<file path="src/rtl/counter_run_arbiter.sv">
`default_nettype none
// ============================================================================
// Module   : counter_run_arbiter
// Purpose  : Round-robin owner of a shared up-counter. Clears it, enables it
//            until it reaches the requested length, then pulses done.
// Revision : 1.0  initial release
// ============================================================================
module counter_run_arbiter #(
   parameter int WIDTH = 4
) (
   input  logic             clk,
   input  logic             reset,
   input  logic             req0,
   input  logic [WIDTH-1:0] len0,
   input  logic             req1,
   input  logic [WIDTH-1:0] len1,
   input  logic [WIDTH-1:0] cnt_q,
   output logic             gnt0,
   output logic             gnt1,
   output logic             done0,
   output logic             done1,
   output logic             cnt_clr,
   output logic             cnt_en,
   output logic             busy
);

   localparam logic [1:0] ST_IDLE  = 2'd0;
   localparam logic [1:0] ST_CLEAR = 2'd1;
   localparam logic [1:0] ST_RUN   = 2'd2;
   localparam logic [1:0] ST_DONE  = 2'd3;

   logic [1:0]       state_q, state_d;
   logic             gnt0_q, gnt0_d;
   logic             gnt1_q, gnt1_d;
   logic             done0_q, done0_d;
   logic             done1_q, done1_d;
   logic             last_q, last_d;
   logic [WIDTH-1:0] len_q, len_d;

   logic w_req_own;
   logic w_pick1;
   logic w_at_len;

   assign w_req_own = gnt1_q ? req1 : req0;
   // Tie goes to whichever side was not served last.
   assign w_pick1   = req1 & (~req0 | ~last_q);
   assign w_at_len  = (cnt_q == len_q);

   always_comb begin
      state_d = state_q;
      gnt0_d  = gnt0_q;
      gnt1_d  = gnt1_q;
      done0_d = 1'b0;
      done1_d = 1'b0;
      last_d  = last_q;
      len_d   = len_q;
      case (state_q)
         ST_IDLE: begin
            if (req0 || req1) begin
               gnt0_d  = ~w_pick1;
               gnt1_d  = w_pick1;
               len_d   = w_pick1 ? len1 : len0;
               state_d = ST_CLEAR;
            end
         end
         ST_CLEAR, ST_RUN: begin
            if (!w_req_own) begin
               gnt0_d  = 1'b0;
               gnt1_d  = 1'b0;
               last_d  = gnt1_q;
               state_d = ST_IDLE;
            end else if (state_q == ST_CLEAR) begin
               state_d = ST_RUN;
            end else if (w_at_len) begin
               done0_d = gnt0_q;
               done1_d = gnt1_q;
               state_d = ST_DONE;
            end
         end
         ST_DONE: begin
            gnt0_d  = 1'b0;
            gnt1_d  = 1'b0;
            last_d  = gnt1_q;
            state_d = ST_IDLE;
         end
         default: state_d = ST_IDLE;
      endcase
   end

   always_ff @(posedge clk or posedge reset) begin
      if (reset) begin
         state_q <= ST_IDLE;
         gnt0_q  <= 1'b0;
         gnt1_q  <= 1'b0;
         done0_q <= 1'b0;
         done1_q <= 1'b0;
         last_q  <= 1'b1;
         len_q   <= '0;
      end else begin
         state_q <= state_d;
         gnt0_q  <= gnt0_d;
         gnt1_q  <= gnt1_d;
         done0_q <= done0_d;
         done1_q <= done1_d;
         last_q  <= last_d;
         len_q   <= len_d;
      end
   end

   assign gnt0    = gnt0_q;
   assign gnt1    = gnt1_q;
   assign done0   = done0_q;
   assign done1   = done1_q;
   assign busy    = (state_q != ST_IDLE);
   assign cnt_clr = (state_q == ST_CLEAR);
   // Enable drops the same cycle the counter hits the target or the owner aborts.
   assign cnt_en  = (state_q == ST_RUN) & w_req_own & ~w_at_len;

endmodule
`default_nettype wire

</file>
<file path="config.mk">
export PLATFORM = sky130hd
export DESIGN_NAME = counter_run_arbiter
export DESIGN_NICKNAME = d
export VERILOG_FILES = /design/src/rtl/counter_run_arbiter.sv
export SDC_FILE = /design/constraint.sdc
export NUM_CORES = 1
export LEC_CHECK = 0
export ABC_AREA = 1
export BUFFER_PORTS_ARGS = -buffer_cell sky130_fd_sc_hd__buf_4
export CAP_MARGIN = 10
export CORE_MARGIN = 1.5
export CORE_UTILIZATION = 51
export DETAILED_ROUTE_END_ITERATION = 10
export PLACE_DENSITY = 0.81
export SYNTH_ARGS = -nofsm -noshare
export SYNTH_HDL_FRONTEND = slang
export SYNTH_SLANG_ARGS = --single-unit
</file>
<file path="constraint.sdc">
create_clock -name clk -period 3.38 [get_ports clk]
set_clock_uncertainty 0.15 [all_clocks]
set_input_delay 0.338 -clock clk [delete_from_list [all_inputs] [get_ports clk]]
set_output_delay 0.338 -clock clk [all_outputs]
set_load 0.02 [all_outputs]
</file>
==> metrics.md <==
| Metric | Value |
|---|---|
| Post-CTS Resized | `0` |
| Yosys cell types | `20` |
| Worst Tran Pin Value | `435.8 ps` |
| Post-synthesis cell count | `89` |
| Row cnt | `13` |
| # nets final | `137` |
| Synth area leaders | `dfrtp_1 (36%), nand2_1 (9.7%), inv_1 (7.6%), ha_1 (7.2%), nor2_1 (5.4%)` |
| Leak Pwr | `0.4968 nW` |
| Relative slew slack | `0.7092` |
| Drt drc | `0` |
| Crit-path most repeated cell | `inv_1` |
| DR WL/cell | `11.53 um` |
| RSZ-0062 raised after global routing | `no` |
| Worst reg2reg path startpoint | `state_q[0]$_DFFE_PP0P_` |
| Commonest cells after routing, fill and taps aside | `buf_4 (22), nand2_1 (18), inv_1 (14)` |
| Most common cell after layout, fill and taps aside | `buf_4` |
| Drt pass-1 iters | `4` |
| Post-route ant nets | `0` |
| Maximum vdd drop | `0.4173 mV` |
| Total grt overflow | `0` |
| Hold WS | `170.9 ps` |
| Layout cells sized above 1 | `0.3362` |
| CTS clk-pin slew, worst paths | `70 ps` |
| Worst path slowest cell | `dfrtp_1` |
| Non-filler cells, final | `131` |
| Synth Cell Area | `693.2 um^2` |
| Total Routing Usage GR | `0.2376` |
| Critical path arrival | `1340 ps` |
| CP Max Fanout | `6` |
| Yosys top cell by area | `dfrtp_1` |
| Critical path endpoint | `busy` |
| CP Class | `reg2out` |
| YS warnings | `0` |
| Max incr delay on CP | `390 ps` |
| Outcome | `completed` |
| Initial Utilization | `0.5394` |
| Drt total wl | `1510 um` |
| Max Cap Violations | `0` |
| Final setup fails | `0` |
| Syn_area_per_cell | `7.788 um^2` |
| Hpwl dp | `1179 um` |
| Final worst-path cycle share | `0.5422` |
| Crit. End Element | `output port` |
| ANT cells | `0` |
| Cell chain of the critical path | `inv_1 > ha_1 > inv_1 > buf_4` |
| Endpoints failing hold | `0` |
| P per Cell Area | `802.6 mW/mm^2` |
| TNS Setup | `0 ps` |
| Die area | `0.001589 mm^2` |
| Drt via density | `5.008` |
| Layout area overhead | `31.77%` |
| Die H | `39.87 um` |
| Clock Path Buffers | `2` |
| Startpoint Class | `flop` |
| Vias in the first global route | `585` |
| Root buf cell | `clkbuf_4` |
| First-pass GRT wire length | `2401 um` |
| CTS Buf Count | `3` |
| R2r worst-path depth | `6` |
| Chip width | `39.87 um` |
| Yosys reg bits | `11` |
| Peak Freq | `545.7 MHz` |
| Sink Count | `11` |
| H-tree depth | `1` |
| CTS tree | `done` |
| Number of setup buffers added after CTS | `0` |
| Yosys top cell area share | `0.3610` |
| Critical Path RT | `2890 ps` |
| Clock latency on the worst-skew pair | `280 ps` |
| Starting DRC count in detailed routing | `15` |
| Largest net degree at the start of global routing | `12` |
| Hold Crit Class | `in2reg` |
| Input/output buffers | `22` |
| R2R Path End | `gnt1$_DFFE_PP0P_` |
| Synth Net Count | `109` |
| Via count | `656` |
| Final Critical Period | `1833 ps` |
| CTS Hold Bufs | `1` |
| Reg2reg setup slack | `1800 ps` |
| Routability congestion estimate | `0.7823` |
| Setup crit start | `state_q[0]$_DFFE_PP0P_` |
| Core Box Area | `0.001285 mm^2` |
| Placed cell count | `126` |
| Sequential area share after synthesis | `0.3989` |
| Max Transition Viols Final | `0` |
| Initial antenna violation count | `0` |
| Ports | `23` |
==> routing by layer <==
layer	wire length [um]	global-route usage
met5	0	0
met1	651	0.2727
met3	65	0.02273
met4	52	0.1552
met2	741	0.4073
==> per-stage QoR <==
step	cell area, um^2	power [W]	util	worst slack, ps
floorplan	693.2	0.0005254	-	1841
detailed placement	877.1	0.0006407	0.6826	1832
finish	913.4	0.0007331	0.7108	1547
CTS	913.4	0.0007339	0.7108	1551
global placement	877.1	0.0006241	0.6826	1847
global route	913.4	0.0007957	0.7108	1432
==> state kept, by name, summed over array words and instances, names as in the netlist <==
signal   count
len_q        4
state_q      2
done0        1
done1        1
gnt0         1
gnt1         1
last_q       1
==> layout make-up <==
cell class / count / area (um^2)
multi-input cells: 59 / 345.3
repair buffers: 23 / 175.2
inverters: 19 / 71.32
flip-flops and latches: 11 / 276.5
fillers: 112 / 371.6
well taps: 15 / 18.77
clock buffers: 4 / 26.28
==> worst min path at each step <==
stage	to	slack, ps	start	depth (start not counted)
final	len_q[2]$_DFFE_PP0P_	170	len1[2]	3
after detailed placement	done1$_DFF_PP0_	220	reset	2
after CTS	len_q[2]$_DFFE_PP0P_	180	len1[2]	3
after floorplan	done0$_DFF_PP0_	40	reset	1
after global placement	done0$_DFF_PP0_	210	reset	2
after global routing	len_q[3]$_DFFE_PP0P_	190	len1[3]	3
==> cells in the mapped netlist <==
| master | number |
|---|---|
| o21ai_0 | 4 |
| inv_2 | 5 |
| a31oi_1 | 1 |
| nor3_1 | 1 |
| o22ai_1 | 6 |
| nor2_4 | 1 |
| nand2_4 | 1 |
| nand2_1 | 18 |
| nand3_1 | 4 |
| o21bai_1 | 1 |
| inv_1 | 14 |
| dfrtp_1 | 10 |
| nor2_1 | 10 |
| dfstp_2 | 1 |
| a21oi_2 | 1 |
| a21oi_4 | 1 |
| a21oi_1 | 2 |
| ha_1 | 4 |
| nand3_4 | 1 |
| nand2_2 | 3 |
==> power by group <==
part | total (W) | switching [W] | internal, W | leakage (nW)
clock network | 0.0000927 | 0.0000468 | 0.0000459 | 0.0150
registers | 0.000223 | 0.0000347 | 0.000189 | 0.138
logic | 0.000417 | 0.000253 | 0.000164 | 0.343
total | 0.000733 | 0.000335 | 0.000398 | 0.497
==> critical path, delay by kind of cell (launching register included) <==
| kind | cells | cell delay [ps] |
|---|---|---|
| buf+inv | 3 | 460 |
| flops | 1 | 390 |
| fa+ha+maj | 1 | 210 |
==> kinds of logic (layout without fill, tap and decap cells) <==
kind of cell / Yosys count / in the layout / synth area share
AO/OA/AOI/OAI: 16 / 16 / 0.1535
buffers and inverters: 19 / 46 / 0.1029
AND/OR/NAND/NOR: 39 / 39 / 0.2726
adder cells (fa/ha/maj): 4 / 4 / 0.07221
flip-flops: 11 / 11 / 0.3989
Note: power is estimated with default switching activity, not from simulation.
